$ cat src/rtl/store_buffer.sv
// store_buffer
//   Write-back store buffer between a CPU memory stage and a single-ported
//   data memory. Stores are queued in a circular FIFO and drained to memory
//   when the port is idle, or when a full buffer must make room. A flush
//   drains every entry before new requests are accepted. Loads always get
//   the memory port and see the youngest buffered store to the same word.
//
// Ports
//   clk, rst        clock; synchronous active-high reset
//   req_valid       CPU request present this cycle
//   req_wr          1 = store, 0 = load (qualified by req_valid)
//   req_addr        byte address (bit 0 ignored for matching)
//   req_wdata       store data
//   flush           drain all entries before accepting more requests
//   req_ready       request accepted this cycle (0 stalls the CPU)
//   rd_data         load result, combinational; 0 when no load is accepted
//   empty           no valid entries
//   mem_addr        data-memory address
//   mem_data_in     data-memory write data
//   mem_enable      data-memory enable
//   mem_wr          data-memory write strobe
//   mem_data_out    data-memory read data (combinational)
//
// States
//   IDLE  | normal operation; drain on idle cycles or full-buffer stores
//   FLUSH | one entry drained per cycle, CPU requests stalled

module store_buffer #(
  parameter int DEPTH      = 4,
  parameter int ADDR_WIDTH = 16
) (
  input  logic                  clk,
  input  logic                  rst,
  input  logic                  req_valid,
  input  logic                  req_wr,
  input  logic [ADDR_WIDTH-1:0] req_addr,
  input  logic [15:0]           req_wdata,
  input  logic                  flush,
  output logic                  req_ready,
  output logic [15:0]           rd_data,
  output logic                  empty,
  output logic [ADDR_WIDTH-1:0] mem_addr,
  output logic [15:0]           mem_data_in,
  output logic                  mem_enable,
  output logic                  mem_wr,
  input  logic [15:0]           mem_data_out
);

  localparam int PTR_W = (DEPTH > 1) ? $clog2(DEPTH) : 1;
  localparam int CNT_W = $clog2(DEPTH + 1);
  localparam int WA_W  = ADDR_WIDTH - 1;

  typedef enum logic {IDLE, FLUSH} state_t;

  state_t             state_q, state_d;
  logic [PTR_W-1:0]   head_q, tail_q;
  logic [CNT_W-1:0]   count_q, count_d;
  logic [DEPTH-1:0]   valid_q;
  logic [WA_W-1:0]    waddr_q [DEPTH];
  logic [15:0]        data_q  [DEPTH];

  logic               full;
  logic               flush_mode;
  logic               load_acc;
  logic               store_acc;
  logic               drain;
  logic               fwd_hit;
  logic [15:0]        fwd_data;
  logic [PTR_W-1:0]   fwd_idx;

  assign empty      = (count_q == '0);
  assign full       = (count_q == CNT_W'(DEPTH));
  assign flush_mode = (state_q == FLUSH) || flush;

  // Requests are refused during reset, in FLUSH, and while a flush request
  // is waiting on a non-empty buffer.
  assign req_ready = !rst && (state_q == IDLE) && !(flush && !empty);
  assign load_acc  = req_valid && !req_wr && req_ready;
  assign store_acc = req_valid &&  req_wr && req_ready;

  // Loads own the memory port; otherwise drain the head when the CPU is
  // idle, when a full buffer needs room, or while flushing.
  assign drain = !rst && !empty && !load_acc &&
                 (!req_valid || (store_acc && full) || flush_mode);

  // Walk entries oldest to youngest so the last match wins.
  always_comb begin
    fwd_hit  = 1'b0;
    fwd_data = '0;
    fwd_idx  = '0;
    for (int k = 0; k < DEPTH; k++) begin
      fwd_idx = head_q + PTR_W'(k);
      if ((CNT_W'(k) < count_q) && valid_q[fwd_idx] &&
          (waddr_q[fwd_idx] == req_addr[ADDR_WIDTH-1:1])) begin
        fwd_hit  = 1'b1;
        fwd_data = data_q[fwd_idx];
      end
    end
  end

  always_comb begin
    mem_enable  = 1'b0;
    mem_wr      = 1'b0;
    mem_addr    = '0;
    mem_data_in = '0;
    rd_data     = '0;
    if (load_acc) begin
      mem_enable = 1'b1;
      mem_addr   = req_addr;
      rd_data    = fwd_hit ? fwd_data : mem_data_out;
    end else if (drain) begin
      mem_enable  = 1'b1;
      mem_wr      = 1'b1;
      mem_addr    = {waddr_q[head_q], 1'b0};
      mem_data_in = data_q[head_q];
    end
  end

  always_comb begin
    count_d = count_q;
    if (store_acc && !drain) begin
      count_d = count_q + CNT_W'(1);
    end else if (drain && !store_acc) begin
      count_d = count_q - CNT_W'(1);
    end
  end

  // Stay in (or enter) FLUSH only while something is left after this edge,
  // so the pop of the last entry returns straight to IDLE.
  always_comb begin
    state_d = IDLE;
    if (((state_q == FLUSH) || flush) && (count_d != '0)) begin
      state_d = FLUSH;
    end
  end

  always_ff @(posedge clk) begin
    if (rst) begin
      state_q <= IDLE;
      head_q  <= '0;
      tail_q  <= '0;
      count_q <= '0;
      valid_q <= '0;
    end else begin
      if (drain) begin
        valid_q[head_q] <= 1'b0;
        head_q          <= head_q + PTR_W'(1);
      end
      // When full, tail == head: the set must follow the clear.
      if (store_acc) begin
        valid_q[tail_q] <= 1'b1;
        tail_q          <= tail_q + PTR_W'(1);
      end
      count_q <= count_d;
      state_q <= state_d;
    end
  end

  always_ff @(posedge clk) begin
    if (!rst && store_acc) begin
      waddr_q[tail_q] <= req_addr[ADDR_WIDTH-1:1];
      data_q[tail_q]  <= req_wdata;
    end
  end

endmodule

$ cat config.mk
export PLATFORM = sky130hd
export DESIGN_NAME = store_buffer
export DESIGN_NICKNAME = d
export VERILOG_FILES = /design/src/rtl/store_buffer.sv
export SDC_FILE = /design/constraint.sdc
export NUM_CORES = 1
export LEC_CHECK = 0
export BUFFER_PORTS_ARGS = -buffer_cell sky130_fd_sc_hd__buf_2
export CORE_MARGIN = 2
export CORE_UTILIZATION = 60
export DETAILED_ROUTE_END_ITERATION = 6
export PLACE_DENSITY_LB_ADDON = 0.1
export SYNTH_ARGS = -nofsm -noshare
export SYNTH_HDL_FRONTEND = slang
export SYNTH_SLANG_ARGS = --single-unit
export TNS_END_PERCENT = 1
$ cat constraint.sdc
create_clock -name clk -period 6.52 [get_ports clk]
set_clock_uncertainty 0.05 [all_clocks]
set_input_delay 1.304 -clock clk [delete_from_list [all_inputs] [get_ports clk]]
set_output_delay 1.304 -clock clk [all_outputs]
set_load 0.05 [all_outputs]
After elaboration in Yosys (flattened, before gate mapping)
Memories as Yosys holds them, arrays and structs flattened. A register that Yosys moved wholly into a read port is not among the register bits.
Cells that the tools add are included.

word-level totals
  register bits = 12
  memory bits (writable) = 124
  output and inout bits = 52
  word-level logic and storage cells = 112
  memories kept = 2

operators by class
  add/sub/neg operators = 6
  $lt $le $gt $ge = 11
  equal/unequal tests = 5
  muxes and demuxes = 41
  bitwise gates (word level) = 4
  reductions and logical operators = 38

memories
  name     depth  width  rd ports  clocked after memory_dff  wr ports  line  text
  data_q   4      16     4         1                         1         60    logic [15:0] data_q [DEPTH];
  waddr_q  4      15     4         1                         1         59    logic [WA_W-1:0] waddr_q [DEPTH];

operators by type and width
  cell                 count
  $mux 16              10
  $eq 15x15->1         4
  $logic_and 1x1->1    25
  $mux 1               16
  $lt 2x3->1 const B   5
  $mux 4               3
  $bmux 1 s2           4
  $logic_not 1->1      8
  $mux 2               4
  $lt 1x3->1 const A   2
  $lt 2x3->1 const A   2
  $mux 3               2
  $add 2x1->2 const B  2
  $add 2x2->2 const B  2
  $and 4x4->4          1
  $demux 1 s2          2
  $ge 2x1->1 const B   2
  $not 4->4            1
  $or 4x4->4           1
  $add 3x1->3 const B  1
  $eq 3x3->1 const B   1
  $logic_not 3->1      1
  $logic_or 1x1->1     3
  $reduce_bool 3->1    1
  other kinds (2)      2

Depth between registers and ports, before layout
Gate-level depths: netlist (run 1).

  depth in word-level cells = 16
  mapped depth = 16
  gate-level depth less buffers = 11

Worst setup path after synthesis (run 1)
No wires, ideal clock.

  path type = input port to output port
  start = input port rst
  end = output port mem_data_in[10]
  arrival = 4390 ps
  data required time = 5166 ps
  slack = 776 ps
  stages on the path = 7
  path buffers = 2
  cell sequence = a211oi_1 -> and3b_1 -> or2_2 -> clkbuf_1 -> clkinv_1 -> clkbuf_1 -> and2_1

on the way
  word-level cells in the longest chain between the ends = 10

ends and longest elaborated chain
  what                            line    text
  start, declared                 33      input logic rst,
  $logic_not 1->1 (*)             77, 83
  $logic_and 1x1->1 (2 in a row)  77      assign req_ready = !rst && (state_q == IDLE) && !(flush && !empty);
  $logic_and 1x1->1               79      assign store_acc = req_valid && req_wr && req_ready;
  $logic_and 1x1->1               84      (!req_valid || (store_acc && full) || flush_mode);
  $logic_or 1x1->1 (2 in a row)   84
  $logic_and 1x1->1               83      assign drain = !rst && !empty && !load_acc &&
  $mux 16                         111     end else if (drain) begin
  $mux 16 (*)                     107     if (load_acc) begin
  end, declared                   43      output logic [15:0] mem_data_in,

Every way passes the cells marked *; elsewhere a longest branch is shown, timed or not.

Final worst setup path (run 1)
  start = register head_q[0]
  end = output port rd_data[3]

on the way
  word-level cells in the longest chain between the ends = 10

ends and longest elaborated chain
  what                                                                  line  text
  start, declared                                                       56    logic [PTR_W-1:0] head_q, tail_q;
  start signal, assigned                                                147   head_q <= head_q + PTR_W'(1);
  parallel branches: the longest is 8 deep, another holds $mem_v2 4x15  n/a
  $mux 16 (*)                                                           110   rd_data = fwd_hit ? fwd_data : mem_data_out;
  $mux 16 (*)                                                           107
  end, declared                                                         40    output logic [15:0] rd_data,

Mark *: on every way between the ends. The select of a mux whose other input is x is not followed.

==> impl_results.md, run 1 <==
* Largest stage delay on the critical path at just over 0.9 ns
* Reg2Reg Depth at 12
* Buffers on Ports at 104
* Fraction of registers with async set/reset at 0%
* Critical path capture point type: primary output
* # fillers at 1,125
* #FFs+latches synth at 138
* CTS tree: done
* Worst min path class: reg2reg
* Iteration-0 DRC Markers at 768
* Starting density of the core at 60.7%
* HP Start: tail_q[1]
* Drt via density at between 6 and 7
* Final nets at 878
* First-pass DRT Iterations at 5
* Setup-failing EPs final at 0
* DRC viols at 0
* Tot GR Track Use at between 20 and 30%
* Clock transition at the registers of the reported paths at 0.06 ns
* Die footprint at 16,900 sq um
* RR Endpoint: state_q
* Fin area at 10,900 sq um
* Syn_area_per_cell at 12.9 sq um
* CTS Buf Count at 17
* H-Tree Depth at 4
* Fmax achieved at 161 MHz
* Top FF cell, synth: edfxtp_1
* Cell area after synthesis at 9540 sq um
* Worst reg2reg path startpoint: count_q[1]
* Commonest non-fill, non-tap cells in the layout: edfxtp_1, mux4_2, buf_2
* Register Area at between 4000 and 5000 sq um
* Peak supply drop at roughly 0.00038 V
* Critical Path AT at roughly 4.9 ns
* Final wirelength at about 24 mm
* Clock root cell: clkbuf_16
* Maximum fanout along the worst path at 111
* EDFF count, synth at 124
* Vias in the first global route at 6,497
* Actual slew at the worst max-slew pin at 1.10 ns
* Register area share after synthesis at 42.0%
* Cts hold-fix bufs at 0
* Hold Crit Depth at 2
* Met3 wire length at 2.09 mm
* Lkg Pwr at 3.83 nW
* Syn nets at 803
* Post-synth top area share at 39.0%
* Sink Count at 138
* Grt total ovfl at 0
* Slowest-stage cell, CP: or4_1
* Initial antenna violation count at 0
* CP startpoint kind: flop
* Max Root-Sink Buffers at 2
* Hold path endpoint: tail_q[1]
* Yosys cell types at 54
* Min cycle time layout at 6.21 ns
* Worst slew margin at 26.3%
* Yosys warns at 0
* Vias post-DR at ~6,900
* PD cells at 411 nW/um^2
* Die Ht at 130 microns
* Flop-to-flop setup slack at ~2.5 ns
* Post CTS Setup Buffer Count at 0
* Post-DP HPWL at 15.1 mm
* Length of routed wiring on met1 at 9.84 mm
* Row count at between 40 and 50
* Final ANT Viol Nets at 0
* Synth area leader: edfxtp_1
* Clk_lat worst skew at ~0.43 ns
* DR top layer: met4
* Commonest non-fill, non-tap cell in the layout: edfxtp_1
* Width of the chip at 130 microns
* Final Hold Fails at 0
* Slew Limit Fails at 0
* RePlAce Congestion at 0.931
* Setup TNS at 0 ns
* Area delta synth->final at 13.8%
* Cells resized by post-CTS repair at 0
* First-pass GRT wire length at 36.7 mm
* Share of layout cells above drive strength 1 at between 30% and 40%
* Crit path kind: reg2out
* Max-Cap Viols at 0
* RSZ-0062 raised after global routing: no
* Critical path cell sequence: buf_12 > mux4_2 > xnor2_1 > nand4_1 > or4_1 > and4b_1 > a211o_1 > a21oi_1 > buf_2
* Synthesized instance count at 738
* Post-DP Area at ~10,000 sq um
* Largest net degree at the start of global routing at 112
* WP data required at 5.17 ns
* Total Power at 4.46 mW
* Ranking of synthesized cells by area: edfxtp_1, mux4_2, xnor2_1
* Multi-input gate area at 5120 sq um
* Core Area at roughly 16,000 sq um
* Outcome: finished, final reports clean
* WL/cell at 23.3 microns
* Final worst path period share at 95.3%
* WL met2 at about 12 mm
* Boundary Pins at 105
worst max-delay path by stage:
stage | from | endpoint | slack (ns)
2_1_floorplan | rst | mem_data_in[10] | 0.78
3_5_place_dp | req_addr[2] | rd_data[3] | 0.58
6_report | head_q[0] | rd_data[3] | 0.31
4_1_cts | head_q[0] | rd_data[3] | 0.29
5_1_grt | head_q[0] | rd_data[3] | 0.1
3_3_place_gp | req_addr[2] | rd_data[15] | 0.66
registers in the layout, indices dropped and copies added (netlist names), named ones only:
signal   cells
count_q      3
data_q      64
head_q       2
state_q      1
tail_q       2
valid_q      4
waddr_q     60
metal layers:
metal | global-route usage [%] | up-vias
met5 | 0 | -
met4 | 9.74 | 0
met3 | 5.95 | 41
met2 | 46.9 | 419
met1 | 42.0 | 3388
li1 | - | 3012
worst max-delay path, delay by kind of cell, from the launching register on:
family	cells	cell delay, ns
compound gates	2	0.52
xor+xnor	1	0.29
buf+inv	2	0.85
flops	1	0.36
mux	1	0.61
simple gates	3	1.72
through the flow:
step                setup WS, ns  utilization, %  hold WS, ns  instances
finish                     0.307            69.1        0.448       1043
global route              0.0995            69.0        0.496       1042
CTS                        0.293            69.0        0.451       1042
detailed placement         0.583            64.8        0.443       1010
global placement           0.663            64.8        0.434       1010
floorplan                  0.776               -        0.419        738
kinds of logic (layout without fill, tap and decap cells):
group,count (synthesis),in the layout,share of synthesized area (%)
xor+xnor,69,69,6.34
mux,136,136,27.9
simple gates,168,168,9.12
buf+inv,94,182,4.30
flops,138,138,42.0
fa+ha+maj,12,12,1.57
compound gates,121,121,8.74
other cells,0,1,0
layout make-up:
type | count | share of cell area, %
Antenna cell | 1 | 0.0231
Clock buffer | 18 | 3.95
Clock inverter | 14 | 2.25
Inverter | 28 | 0.969
Multi-Input combinational cell | 506 | 47.2
Sequential cell | 138 | 36.9
Tap cell | 216 | 2.49
Timing Repair Buffer | 122 | 6.16
power breakdown:
part,total (mW),internal [mW],switching [mW]
registers,1.12,1.01,0.105
clock network,1.10,0.720,0.385
logic,2.23,0.983,1.25
Yosys cell counts (all sizes together), types with 16 or more instances:
library cell	instances
nor2	45
edfxtp	124
xnor2	42
o21ai	35
mux2i	31
buf	26
inv	27
and2	23
nand2b	19
xor2	27
mux4	104
a21o	18
nand2	29
clkbuf	40
a211o	16
a21oi	26
nor3	19
Power figures use the tool's default switching activity.
==> run 2: changes to the inputs <==
==> constraint.sdc (replaced) <==
create_clock -name clk -period 6.2 [get_ports clk]
set_clock_uncertainty 0.05 [all_clocks]
set_input_delay 1.24 -clock clk [delete_from_list [all_inputs] [get_ports clk]]
set_output_delay 1.24 -clock clk [all_outputs]
set_load 0.05 [all_outputs]
==> run 2 against run 1 <==
Cell count is 0.29% higher. Clock power fell by 13%. Die area unchanged. Count of clock-buffer cells in the layout unchanged.
==> impl_results.md, run 2 (synthesized netlist as in run 1, its figures left out) <==
* Outcome: finished, final reports clean
* HP Start: tail_q[1]
* Grt total ovfl at 0 (unchanged)
* Min Hold Slack at 0.458 ns (+0.00956 ns)
* Setup-failing EPs final at 0 (unchanged)
* WP data required at 4.91 ns (-0.26 ns)
* Met3 GRT Util at 6.03% (+0.082 points)
* Iteration-0 DRC Markers at 746 (-2.9%)
* Width of the chip at 130 microns (unchanged)
* Post-DP Area at 10,200 sq um (+0.29%)
* Row count at 46 (unchanged)
* Die footprint at 16,900 sq um (unchanged)
* Worst min path class: reg2reg
* ANT cells at 0 (-1)
* Setup ws final at 0.264 ns (-0.0431 ns)
* Initial antenna violation count at 1 (+1)
* Actual slew at the worst max-slew pin at 1.16 ns (+0.0526 ns)
* Critical Path AT at 4.65 ns (-0.21 ns)
* Clock transition at the registers of the reported paths at 0.06 ns (about the same)
* Final ANT Viol Nets at 0 (unchanged)
* Min cycle time layout at approximately 5.9 ns
* Drt via density at 6.59 (+0.24%)
* Maximum fanout along the worst path at 30 (-73%)
* Largest net degree at the start of global routing at 112 (unchanged)
* WL/cell at 23.3 microns (+0.27%)
* Pre-CTS WS at 0.660 ns (+0.0768 ns)
* Max Root-Sink Buffers at 2 (unchanged)
* Cells resized by post-CTS repair at 0 (unchanged)
* Worst reg2reg path startpoint: count_q[0]
* Fin area at 10,800 sq um (-0.89%)
* GRT met1 Usage at 43.5% (+1.5 points)
* Fmax achieved at roughly 170 MHz
* Clock root cell: clkbuf_16
* Starting density of the core at 60.7% (unchanged)
* Core Area at 15,700 sq um (unchanged)
* Setup TNS at 0 ns (unchanged)
* Final Hold Fails at 0 (unchanged)
* Boundary Pins at 105 (unchanged)
* Buffers on Ports at 104 (unchanged)
* Sink Count at 138 (unchanged)
* Cts hold-fix bufs at 0 (unchanged)
* Share of layout cells above drive strength 1 at 33.4% (+0.081 points)
* Post-Place Cells at 1,014 (+0.40%)
* Commonest non-fill, non-tap cells in the layout: edfxtp_1, mux4_2, buf_2
* Tot GR Track Use at 30.0% (+0.37 points)
* GR Util met2 at 46.9% (about the same)
* DRC viols at 0 (unchanged)
* RSZ-0062 raised after global routing: no
* Max reg flops at 64 (unchanged)
* Post-DP HPWL at 15.2 mm (+0.91%)
* CP startpoint kind: flop
* Peak supply drop at 0.000370 V (-1.9%)
* Lkg Pwr at 3.80 nW (-0.90%)
* Largest registers: data_q x64, waddr_q x60, valid_q x4
* Most flop-heavy register: data_q
* Final worst path period share at 95.7%
* H-Tree Depth at 4 (unchanged)
* Crit path kind: reg2out
* Vias in the first global route at 6,590 (+1.4%)
* Commonest non-fill, non-tap cell in the layout: edfxtp_1
* RePlAce Congestion at 0.895 (-3.9%)
* PD cells at 418 nW/um^2 (+1.9%)
* CTS Buf Count at 17 (unchanged)
* Worst slew margin at 22.9% (-3.4 points)
* Die Ht at 130 microns (unchanged)
* Slew Limit Fails at 0 (unchanged)
* Total Power at 4.50 mW (+1.0%)
* CTS tree: done
* Critical path capture point type: primary output
* Clk_lat worst skew at 0.42 ns (about the same)
* GRT Max-Usage Layer: met2
* First-pass DRT Iterations at 5 (unchanged)
* Final Util at 68.5% (-0.61 points)
* Max-Cap Viols at 0 (unchanged)
* Vias post-DR at 6,896 (+0.52%)
* Area delta synth->final at 12.8%
* First-pass GRT wire length at 37.4 mm (+2.1%)
* Final nets at 882 (+0.46%)
* Post CTS Setup Buffer Count at 0 (unchanged)
* Final wirelength at 24.4 mm (+0.56%)
* Critical Path Source: head_q[0]
* Non-Filler Instances at 1,046 (+0.29%)
## run 2: path summary, 6_finish.rpt
path | endpoint | slack, ns | cells past startpoint
max reg2reg | state_q | 2.98 | 10
max | rd_data[2] | 0.26 | 12
min | tail_q[1] | 0.46 | 2
min reg2reg | tail_q[1] | 0.46 | 2
## run 2: where the power goes
group          switching [mW]  internal (mW)  total, mW
combinational            1.34           1.04       2.38
sequential             0.0914           1.07       1.16
clock                   0.408          0.552      0.961
## run 2: per-layer routing
| layer | up-vias | wire [microns] |
|---|---|---|
| met5 | - | 13 |
| met4 | 2 | 403 |
| met3 | 45 | 2190 |
| met2 | 373 | 11800 |
| met1 | 3449 | 10000 |
| li1 | 3027 | - |
## run 2: worst max-delay path, stage by stage, from the launching register on
cell	delay (ns)
dfxtp_4	0.36
inv_1	0.12
ha_2	0.79
buf_4	0.32
mux4_2	0.33
xnor2_1	0.14
o2111ai_1	0.21
a211oi_1	0.11
nand4bb_1	0.15
buf_4	0.29
o41a_1	0.98
a21oi_1	0.14
buf_2	0.27
## run 2: layout make-up
| type | count | area (sq um) |
|---|---|---|
| Inverter | 28 | 105 |
| Multi-Input combinational cell | 506 | 5120 |
| Clock inverter | 14 | 120 |
| Fill cell | 1131 | 4960 |
| Timing Repair Buffer | 126 | 698 |
| Sequential cell | 138 | 4010 |
| Clock buffer | 18 | 429 |
| Tap cell | 216 | 270 |
